File: config.mk
export PLATFORM = sky130hd
export DESIGN_NAME = sd_card_cmd_receiver
export DESIGN_NICKNAME = d
export VERILOG_FILES = /design/src/rtl/sd_card_cmd_receiver.sv
export SDC_FILE = /design/constraint.sdc
export NUM_CORES = 1
export LEC_CHECK = 0
export BUFFER_PORTS_ARGS = -buffer_cell sky130_fd_sc_hd__buf_4
export CORE_MARGIN = 5
export CORE_UTILIZATION = 55
export DETAILED_ROUTE_END_ITERATION = 6
export HOLD_SLACK_MARGIN = 0.03
export PLACE_DENSITY_LB_ADDON = 0.1
export SYNTH_ARGS = -nofsm -noshare
export SYNTH_HDL_FRONTEND = slang
export SYNTH_SLANG_ARGS = --single-unit
File: constraint.sdc
create_clock -name sd_clock -period 3.3 [get_ports sd_clock]
set_input_delay 0.165 -clock sd_clock [delete_from_list [all_inputs] [get_ports sd_clock]]
set_output_delay 0.165 -clock sd_clock [all_outputs]
set_load 0.01 [all_outputs]
File: src/rtl/sd_card_cmd_receiver.sv
// Card-side SD CMD line receiver: deserialises 48-bit command frames, checks
// transmission/end bits and CRC7, and hands index/argument over a strobe/ack handshake.
module sd_card_cmd_receiver #(
  parameter int FRAME_BITS = 48,
  parameter int CRC_BITS   = 7
) (
  input  logic        sd_clock,
  input  logic        reset,
  input  logic        enable,
  input  logic        cmd_pin,
  input  logic        ack_in,
  output logic        strobe_out,
  output logic [5:0]  cmd_index,
  output logic [31:0] cmd_argument,
  output logic        crc_error,
  output logic        frame_error,
  output logic        busy
);

  localparam int LAST_BIT = FRAME_BITS - 1;
  localparam int CRC_LAST = FRAME_BITS - CRC_BITS - 2;
  localparam logic [CRC_BITS-1:0] CRC_POLY = CRC_BITS'(7'h09);

  typedef enum logic [1:0] {
    S_IDLE,
    S_RECEIVE,
    S_PRESENT,
    S_WAIT_RELEASE
  } state_t;

  state_t                  r_state;
  state_t                  w_state_nx;
  logic [5:0]              r_cnt;
  logic [CRC_BITS-1:0]     r_crc;
  logic [FRAME_BITS-3:0]   r_sr;
  logic [FRAME_BITS-2:0]   w_frame;
  logic [5:0]              r_cmd_index;
  logic [31:0]             r_cmd_argument;
  logic                    r_crc_error;
  logic                    r_frame_error;
  logic                    w_start;

  function automatic logic [CRC_BITS-1:0] crc7_step(input logic [CRC_BITS-1:0] crc,
                                                    input logic din);
    logic fb;
    fb = din ^ crc[CRC_BITS-1];
    return {crc[CRC_BITS-2:0], 1'b0} ^ (fb ? CRC_POLY : '0);
  endfunction

  // The start bit is never stored; w_frame holds frame bits 1..47, MSB = transmission bit.
  assign w_frame = {r_sr, cmd_pin};
  assign w_start = enable && !cmd_pin;

  always_ff @(posedge sd_clock or negedge reset) begin
    if (!reset) r_state <= S_IDLE;
    else        r_state <= w_state_nx;
  end

  always_comb begin
    w_state_nx = r_state;
    case (r_state)
      S_IDLE:         if (w_start) w_state_nx = S_RECEIVE;
      S_RECEIVE: begin
        if (!enable)                       w_state_nx = S_IDLE;
        else if (r_cnt == 6'(LAST_BIT))    w_state_nx = S_PRESENT;
      end
      S_PRESENT:      if (ack_in)  w_state_nx = S_WAIT_RELEASE;
      S_WAIT_RELEASE: if (!ack_in) w_state_nx = S_IDLE;
      default:        w_state_nx = S_IDLE;
    endcase
  end

  always_ff @(posedge sd_clock or negedge reset) begin
    if (!reset) begin
      r_cnt          <= '0;
      r_crc          <= '0;
      r_sr           <= '0;
      r_cmd_index    <= '0;
      r_cmd_argument <= '0;
      r_crc_error    <= 1'b0;
      r_frame_error  <= 1'b0;
    end else begin
      case (r_state)
        S_IDLE: begin
          if (w_start) begin
            r_cnt <= 6'd1;
            r_crc <= crc7_step('0, cmd_pin);
            r_sr  <= '0;
          end
        end
        S_RECEIVE: begin
          if (enable) begin
            r_sr  <= {r_sr[FRAME_BITS-4:0], cmd_pin};
            r_cnt <= r_cnt + 6'd1;
            if (r_cnt <= 6'(CRC_LAST)) r_crc <= crc7_step(r_crc, cmd_pin);
            if (r_cnt == 6'(LAST_BIT)) begin
              r_cmd_index    <= w_frame[FRAME_BITS-3 -: 6];
              r_cmd_argument <= w_frame[FRAME_BITS-9 -: 32];
              r_crc_error    <= (w_frame[CRC_BITS:1] != r_crc);
              r_frame_error  <= !w_frame[FRAME_BITS-2] || !w_frame[0];
            end
          end
        end
        default: ;
      endcase
    end
  end

  assign strobe_out   = (r_state == S_PRESENT);
  assign busy         = (r_state != S_IDLE);
  assign cmd_index    = r_cmd_index;
  assign cmd_argument = r_cmd_argument;
  assign crc_error    = r_crc_error;
  assign frame_error  = r_frame_error;

endmodule

==> results_dict.tcl <==
set metrics [dict create \
    dieWidth_um 97.60 \
    report.final.slew_viol_count 0 \
    hp-class "in -> reg" \
    synth_area_um2 4220 \
    clock-sinks 101 \
    avgSynthCellArea_um2 11.72 \
    cts_root_buffer "clkbuf_8" \
    gp_congestion 0.7742 \
    synth_top_family_by_area "simple AND/OR/NAND/NOR gates" \
    crit_type "reg -> reg" \
    p_leak_nw 2.552 \
    r2r-end "cmd_argument[31]$_DFFE_PN0P_" \
    syn_nets 366 \
    min_period_over_period_pct 70.68 \
    portBuffers 46 \
    path_max_fanout 25 \
    yosysWarnings 0 \
    synthDistinctLibCells 31 \
    clock_latency_ns 0.35 \
    core_um2 7607 \
    synth_seq_cells 101 \
    hold_start "cmd_pin" \
    relSlewSlack_pct 27.04 \
    tightest_slew_ns 1.092 \
    final_common_cell "dfrtp_1" \
    io_pins 47 \
    initial_core_util_pct 55.48 \
    routed_wl_um 7476 \
    fin_crit_ns 2.333 \
    track_usage_pct 16.69 \
    final_nets 406 \
    slowest_delay_ns 0.63 \
    dp_hpwl_um 4681 \
    crit_required_ns 3.54 \
    synthXorXnorAreaFrac_pct 2.698 \
    cp_cell_sequence "and3b_1 > and4b_2 > buf_4 > mux2_2" \
    antenna_found_initial 0 \
    rsz0062_at_grt "no" \
    dr.pass1.iters 4 \
    num_rows 32 \
    grt_max_degree 49 \
    drive_gt1_share_pct 26.80 \
    syn_inst 360 \
    die_h_um 97.60 \
    place_ws_ns 0.9227 \
    grt_pass1_vias 2528 \
    worstSetupEndpointType "flop" \
    finClkSkew_ns 0.01086 \
    fin_ws_ns 0.9674 \
    synth_compound_area_share_pct 3.558 \
    tns_ns 0 \
    grt_overflow 0 \
    clockBufferDepth 2 \
    fmax_mhz 428.7 \
    cts_tree "built" \
    crit_arrival_ns 2.58 \
    wire_per_inst_um 14.80 \
    cp_slowest_cell "and3b_1" \
    power_density_nw_per_um2 487.4 \
    diodes 0 \
    hold_violations 0 \
    cts_setup_buffers 0 \
    cp-start-kind "flop" \
    holdPathEnd "frame_error$_DFFE_PN0P_" \
    dieArea_um2 9525 \
    vdd_drop_max_mv 0.2649 \
    status "finished clean" \
    antenna_left 0 \
    p_total_mw 2.365 \
    setup_viol 0 \
    via_count 2606 \
    drcViolationCount 0 \
    rrSetupSlack_ns 0.97 \
    grt_pass1_wl_um 12890 \
    holdPathStages 2 \
    post_cts_resized 0 \
    seq_area_frac_synth_pct 59.89 \
    cts.clk_slew.worst_paths_ns 0.10 \
    synth-simple-area-share_pct 16.99 \
    synthMuxAreaShare_pct 13.25 \
    reg2regPathDepth 4 \
    dr.first_iter.drc_count 99 \
    cts_made_buffers 9 \
    cts-htree-levels 3 \
    via_per_inst 5.160 \
    cap_violations 0 \
    synth-adder-area-share_pct 0.2965 \
    most-common-layout-cells "101 x dfrtp_1, 97 x nand2_1, 51 x buf_4, 40 x nand3_1, 35 x mux2_4" \
    syn_to_final_growth_pct 15.00 \
]
## synth_stat cells, drive strengths merged
master / instances / area, um^2
xnor2: 6 / 52.55
nor4b: 1 / 23.77
and3b: 1 / 8.760
ha: 1 / 12.51
a31oi: 1 / 6.260
or2: 2 / 12.51
nor3: 1 / 5.000
mux2: 38 / 559.3
nand3: 40 / 200.2
and4b: 2 / 20.02
nand2b: 2 / 12.51
xor2: 7 / 61.31
nand2: 97 / 364.1
a22o: 7 / 61.31
buf: 11 / 91.33
clkbuf: 13 / 48.80
nor2b: 2 / 12.51
a21oi: 3 / 15.01
and3: 2 / 12.51
o2111ai: 1 / 8.760
nand4: 2 / 12.51
a21o: 1 / 7.510
dfrtp: 101 / 2527
nor2: 7 / 26.28
o22ai: 1 / 6.260
o21ai: 9 / 45.04
nor4: 1 / 6.260
## per-layer routing
| metal | part of all wire (%) | track usage, % |
|---|---|---|
| met2 | 47 | 24.62 |
| met1 | 49 | 24.10 |
| met5 | 0 | 0 |
| met3 | 3.8 | 4.882 |
| met4 | 0.40 | 4.792 |
## how the worst max path moves through the flow
stage	to	slack, ns	depth (start not counted)
after floorplan	cmd_argument[10]$_DFFE_PN0P_	1.62	6
after global placement	cmd_argument[31]$_DFFE_PN0P_	0.97	5
after detailed placement	cmd_index[5]$_DFFE_PN0P_	0.92	5
after CTS	cmd_index[5]$_DFFE_PN0P_	0.98	4
after global routing	r_state[0]$_DFFE_PN0P_	0.84	3
final	cmd_argument[31]$_DFFE_PN0P_	0.97	4
## power by group
group	total (mW)	internal, mW	switching (mW)	leakage (nW)
Clock	0.890	0.498	0.392	0.112
Sequential	1.31	1.27	0.0374	1.40
Combinational	0.169	0.0552	0.114	1.04
Total	2.37	1.82	0.543	2.55
## cell families (layout without fill, tap and decap cells)
logic type               after synthesis  in the layout
AO/OA/AOI/OAI                         23             23
XOR/XNOR                              13             13
adder cells (fa/ha/maj)                1              1
buffers and inverters                 24             67
flip-flops                           101            101
multiplexers                          38             38
AND/OR/NAND/NOR                      160            160
## state kept, by name, summed over array words and instances (netlist names), named ones only
register      count
frame_error       1
cmd_argument     32
crc_error         1
r_sr             46
r_state           1
cmd_index         6
r_cnt             6
r_crc             7
## critical path: cells and delay by family, from the launching register on
| kind | cells | cell delay (ns) |
|---|---|---|
| buffers and inverters | 1 | 0.38 |
| multiplexers | 1 | 0.38 |
| AND/OR/NAND/NOR | 2 | 0.96 |
| flip-flops | 1 | 0.49 |
## stage by stage
stage | area [um^2] | cells | utilization (%) | hold slack (ns)
2_1_floorplan | 4220 | 360 | - | -0.1306
3_3_place_gp | 4607 | 489 | 60.56 | 0.2203
3_5_place_dp | 4607 | 489 | 60.56 | 0.2220
4_1_cts | 4853 | 505 | 63.80 | 0.04795
5_1_grt | 4853 | 505 | 63.80 | 0.03911
6_report | 4853 | 505 | 63.80 | 0.06341
## area by class of cell
class,instances,area (um^2)
Fill cell,621,2754
Clock inverter,4,98.84
Sequential cell,101,2527
Clock buffer,10,127.6
Tap cell,102,127.6
Multi-Input combinational cell,235,1569
Timing Repair Buffer,53,402.9
## what timing repair did
item,in CTS,in global routing
hold buffers,2,0
endpoints found under the setup margin,0,0
hold endpoints to repair,47,0
Note: power is estimated with default switching activity, not from simulation.
